==> src/rtl/sample_tx.sv <==
// sample_tx: I2S serial transmitter with a small FWFT sample FIFO, self-generated bclk/lrclk.
// Define SAMPLE_TX_UNDERRUN_ZERO_EN to transmit silence on underrun instead of repeating the last word.
module sample_tx #(
   parameter int BCLK_DIV = 4,
   parameter int FIFO_AW  = 2
) (
   input  logic        clk,
   input  logic        reset,
   input  logic [15:0] sample_in,
   input  logic        in_ready,
   input  logic        clr_flags,
   output logic        bclk,
   output logic        lrclk,
   output logic        sdata,
   output logic        overflow,
   output logic        underrun
);

   localparam int             DEPTH   = 1 << FIFO_AW;
   localparam logic [7:0]     DIV_TC  = 8'(BCLK_DIV - 1);
   localparam logic [FIFO_AW:0] PTR_ONE = (FIFO_AW+1)'(1);

   logic [7:0]       div_q;
   logic [4:0]       slot_q;
   logic [15:0]      w_q;
   logic [FIFO_AW:0] wptr_q, rptr_q;
   logic [15:0]      mem [DEPTH];

   logic             tick_fall, frame_start;
   logic             fifo_full, fifo_empty, push, pop, ovf_evt;
   logic [4:0]       slot_nxt;
   logic [3:0]       bit_idx;
   logic [15:0]      w_nxt;

   always_comb begin
      tick_fall   = (div_q == DIV_TC) && bclk;
      slot_nxt    = slot_q + 5'd1;
      frame_start = tick_fall && (slot_nxt == 5'd0);
      fifo_empty  = (wptr_q == rptr_q);
      fifo_full   = (wptr_q[FIFO_AW] != rptr_q[FIFO_AW]) &&
                    (wptr_q[FIFO_AW-1:0] == rptr_q[FIFO_AW-1:0]);
      pop         = frame_start && !fifo_empty;
      // a full FIFO still accepts a push in the cycle it is popped
      push        = in_ready && (!fifo_full || pop);
      ovf_evt     = in_ready && fifo_full && !pop;
      // slot 0 -> w[0], 1..16 -> w[16-s], 17..31 -> w[32-s]: all equal w[(-s) mod 16]
      bit_idx     = 4'd0 - slot_nxt[3:0];
      w_nxt       = w_q;
      if (pop)
         w_nxt = mem[rptr_q[FIFO_AW-1:0]];
      else if (frame_start) begin
`ifdef SAMPLE_TX_UNDERRUN_ZERO_EN
         w_nxt = 16'd0;
`else
         w_nxt = w_q;
`endif
      end
   end

   always_ff @(posedge clk or negedge reset) begin
      if (!reset) begin
         div_q <= 8'd0;
         bclk  <= 1'b0;
      end else if (div_q == DIV_TC) begin
         div_q <= 8'd0;
         bclk  <= ~bclk;
      end else begin
         div_q <= div_q + 8'd1;
      end
   end

   always_ff @(posedge clk or negedge reset) begin
      if (!reset) begin
         slot_q   <= 5'd31;
         lrclk    <= 1'b0;
         sdata    <= 1'b0;
         w_q      <= 16'd0;
         underrun <= 1'b0;
      end else begin
         underrun <= frame_start && fifo_empty;
         if (tick_fall) begin
            slot_q <= slot_nxt;
            lrclk  <= slot_nxt[4];
            sdata  <= w_q[bit_idx];
            w_q    <= w_nxt;
         end
      end
   end

   always_ff @(posedge clk or negedge reset) begin
      if (!reset) begin
         wptr_q <= '0;
         rptr_q <= '0;
      end else begin
         if (push) wptr_q <= wptr_q + PTR_ONE;
         if (pop)  rptr_q <= rptr_q + PTR_ONE;
      end
   end

   always_ff @(posedge clk) begin
      if (push) mem[wptr_q[FIFO_AW-1:0]] <= sample_in;
   end

   always_ff @(posedge clk or negedge reset) begin
      if (!reset)
         overflow <= 1'b0;
      else if (ovf_evt)
         overflow <= 1'b1;
      else if (clr_flags)
         overflow <= 1'b0;
   end

endmodule

==> config.mk <==
export PLATFORM = sky130hd
export DESIGN_NAME = sample_tx
export DESIGN_NICKNAME = d
export VERILOG_FILES = /design/src/rtl/sample_tx.sv
export SDC_FILE = /design/constraint.sdc
export NUM_CORES = 1
export LEC_CHECK = 0
export CORE_MARGIN = 2
export CORE_UTILIZATION = 53
export DETAILED_ROUTE_END_ITERATION = 10
export PLACE_DENSITY = 0.77
export SLEW_MARGIN = 40
export SYNTH_ARGS = -nofsm -noshare
export SYNTH_HDL_FRONTEND = slang
export SYNTH_SLANG_ARGS = --single-unit
==> constraint.sdc <==
create_clock -name clk -period 2.25 [get_ports clk]
set_input_delay 0.5625 -clock clk [delete_from_list [all_inputs] [get_ports clk]]
set_output_delay 0.5625 -clock clk [all_outputs]
set_load 0.03 [all_outputs]
==> impl_metrics.csv <==
group,metric,value,unit
outcome,outcome,"complete, no violations",
yosys,yosys.area.top_type_share,44.6,%
placed_design,dp_hpwl,4470,um
sta,fin_ws,0.0103,ns
finish,diodes,0,
yosys,ys_seq_area_share,68.0,%
setup_path,path_class,"reg -> reg",
setup_path,path_buf_inv,3,
sta,report.final.slew_viol_count,0,
yosys,yosys.area_share.adder,2.32,%
routing,wl_per_cell,18.4,um
floorplan,coreArea,7810,um2
yosys,synth_most_common_cell,"edfxtp_1",
routing,drc,0,
setup_path,crit_path_start_kind,"flip-flop",
routing,wl_met3,226,um
floorplan,start_util,55.2,%
run,drv_cap,0,
sta,period_share,99.5,%
placed_design,placedCellCount,373,
clocking,cts_sinks,104,
yosys,synth_warnings,0,
routing,wl_met2,3850,um
sta,worst_clock_skew,0.00994,ns
clocking,clk_path_buf_depth,2,
global_routing,grt_max_degree,41,
setup_path,crit_chain,"ha_2 -> nand4_1 -> buf_4 -> o31ai_2 -> buf_4 -> and3_4 -> clkbuf_16",
setup_path,timing.rr.end,"mem[3][9]$_DFFE_PP_",
yosys,synth_compound_area_share,2.06,%
setup_path,worstPathMaxFanout,8,
global_routing,grt-ovfl-total,0,
setup_path,worstPathArrival,2.34,ns
yosys,synth-simple-area-share,5.03,%
yosys,synth_xor_area_share,4.68,%
yosys,avgSynthCellArea,17.8,um2
sta,finalSetupViolations,0,
global_routing,grt_pass1_wl,11600,um
floorplan,dieArea,8860,um2
routing,drtAntennaViolNets,0,
yosys,synth.area.mux_share,15.8,%
placed_design,portBuffers,24,
yosys,synth_edf_count,64,
clocking,cts_max_level,3,
yosys,synth_top_family_by_area,"multiplexers",
sta,fmaxAchievable,446,MHz
yosys,synth_area_leaders,"edfxtp_1 (45%), dfrtp_1 (20%), mux4_2 (10%), mux2_2 (4.4%), dfstp_2 (3.1%)",
clocking,clk_pin_slew,0.10,ns
clocking,cts_root_buf,"clkbuf_8",
finish,area_delta_synth_final,21.5,%
yosys,synth_area_leader_cell,"edfxtp_1",
hold_path,holdCritPathClass,"in -> async",
finish,drive_gt1_share,35.1,%
power_and_ir_drop,leakage,1.98,nW
setup_path,cp-end-kind,"flip-flop",
setup_path,r2r_cells,7,
routing,drt-pass1-iter-count,4,
placed_design,dpl_cell_area,4790,um2
setup_path,critPathTopFamily,"flip-flops",
routing,routed_via_density,5.54,
yosys,synth_common_cells,"edfxtp_1 (64), dfrtp_1 (35), mux4_2 (20)",
global_routing,antenna_found_initial,0,
clocking,numCtsBuffers,9,
sta,period_needed,2.24,ns
routing,drt-total-wl,7500,um
yosys,synth.distinct_cells,36,
finish,layout.nets,328,
yosys,synth_ff_type,"edfxtp_1",
sta,worst_pin_slew,0.503,ns
floorplan,fp-row-count,32,
sta,max_slew_margin,66.5,%
finish,fin_area,5230,um2
sta,hold_violations,0,
power_and_ir_drop,power_density,812,nW/um2
floorplan,die_w,94.1,um
setup_path,rrSetupSlack,0.01,ns
routing,topRoutingLayerUsed,"met4",
global_routing,gr-usage-all-layers,17.8,%
finish,post-route-util,67.0,%
setup_path,cp_slowest_stage_delay,0.61,ns
routing,wl_met1,3310,um
floorplan,ioPinCount,25,
yosys,netlist_area,4310,um2
placed_design,post-place-ws,0.0228,ns
yosys,synth_seq_cells,104,
global_routing,grt_pass1_vias,2315,
setup_path,r2r-start,"slot_q[0]$_DFFE_PN1P_",
clocking,clk_latency,0.37,ns
clocking,cts_tree,"done",
yosys,syn_nets,270,
power_and_ir_drop,vdd_drop_max,561,uV
floorplan,die_h,94.1,um
yosys,syn_inst,242,
setup_path,cp.required,2.35,ns
routing,dr_total_vias,2253,
finish,final_cell_count_no_fill,407,
routing,drtIter0Drc,78,
clocking,ctsHoldBuffers,0,
setup_path,cpMostUsedCell,"buf_4",
placed_design,gp_congestion,0.788,
sta,rsz0062_at_grt,"true",
setup_path,slowest_stage,"dfstp_2",
yosys,synth-async-reset-ratio,38.5,%
[routing by layer]
metal	track usage (%)	up-vias
met5	0	-
met4	5.43	0
met3	5.38	11
met2	28.7	35
met1	23.5	1163
li1	-	1044
[flip-flops by register name, indices dropped and copies added, names as in the netlist]
| register | flops |
|---|---|
| bclk | 1 |
| wptr_q | 3 |
| mem | 64 |
| lrclk | 1 |
| rptr_q | 3 |
| div_q | 8 |
| slot_q | 5 |
| overflow | 1 |
| sdata | 1 |
| w_q | 16 |
| underrun | 1 |
[worst max-delay path by stage]
stage                          start                     to  depth (start not counted)
4_1_cts        slot_q[0]$_DFFE_PN1P_      sdata$_DFFE_PN0P_                          6
3_5_place_dp   slot_q[0]$_DFFE_PN1P_      sdata$_DFFE_PN0P_                          6
3_3_place_gp      div_q[0]$_DFF_PN0_  rptr_q[1]$_DFFE_PN0P_                          6
6_report       slot_q[0]$_DFFE_PN1P_    mem[3][9]$_DFFE_PP_                          7
2_1_floorplan  slot_q[0]$_DFFE_PN1P_    mem[3][0]$_DFFE_PP_                          5
5_1_grt           div_q[1]$_DFF_PN0_    mem[3][9]$_DFFE_PP_                          8
[logic make-up (layout without fill, tap and decap cells)]
logic type	count (synthesis)	after routing
buf+inv	15	78
flops	104	104
compound gates	10	10
simple gates	41	41
xor+xnor	23	23
fa+ha+maj	8	8
mux	41	41
[per-stage QoR]
| step | hold slack [ns] | total power [mW] | setup TNS, ns |
|---|---|---|---|
| CTS | 0.247 | 4.14 | 0 |
| floorplan | 0.267 | 2.72 | -0.744 |
| detailed placement | 0.451 | 3.04 | 0 |
| global placement | 0.448 | 3.00 | 0 |
| finish | 0.234 | 4.25 | 0 |
| global route | 0.265 | 4.45 | -6.55 |
[placed cells by master, fill, tap and decap left out, drive strengths merged, types with 2 or more instances in the layout]
master and instances:
dfstp 5, and2 2, inv 10, ha 8, a2111oi 2, o21ai 2, and3 7, nand2 7
dfrtp 35, buf 30, clkdlybuf4s50 23, nor2 8, xor2 10, xnor2 13, mux2i 4, edfxtp 64
clkbuf 13, nand3 7, mux4 20, o221ai 2, mux2 17, clkinv 2, nor3 5
[power breakdown]
| part | switching, mW | internal [mW] | leakage [nW] |
|---|---|---|---|
| sequential | 0.0791 | 2.31 | 1.12 |
| combinational | 0.372 | 0.375 | 0.761 |
| clock | 0.678 | 0.433 | 0.0997 |
[what timing repair did]
item,CTS,global route
pin swaps,0,8
setup buffers,0,14
cloned,0,4
resized for setup,1,12
setup endpoints to repair,1,84
[cell type report]
class	instances	area [um2]
multi-input cells	123	1350
fillers	539	2570
clock buffers	9	124
repair buffers	57	619
inverters	5	18.8
flip-flops and latches	104	2930
well taps	102	128
clock inverters	7	67.6
No activity file was read; power rests on OpenSTA's default activity.
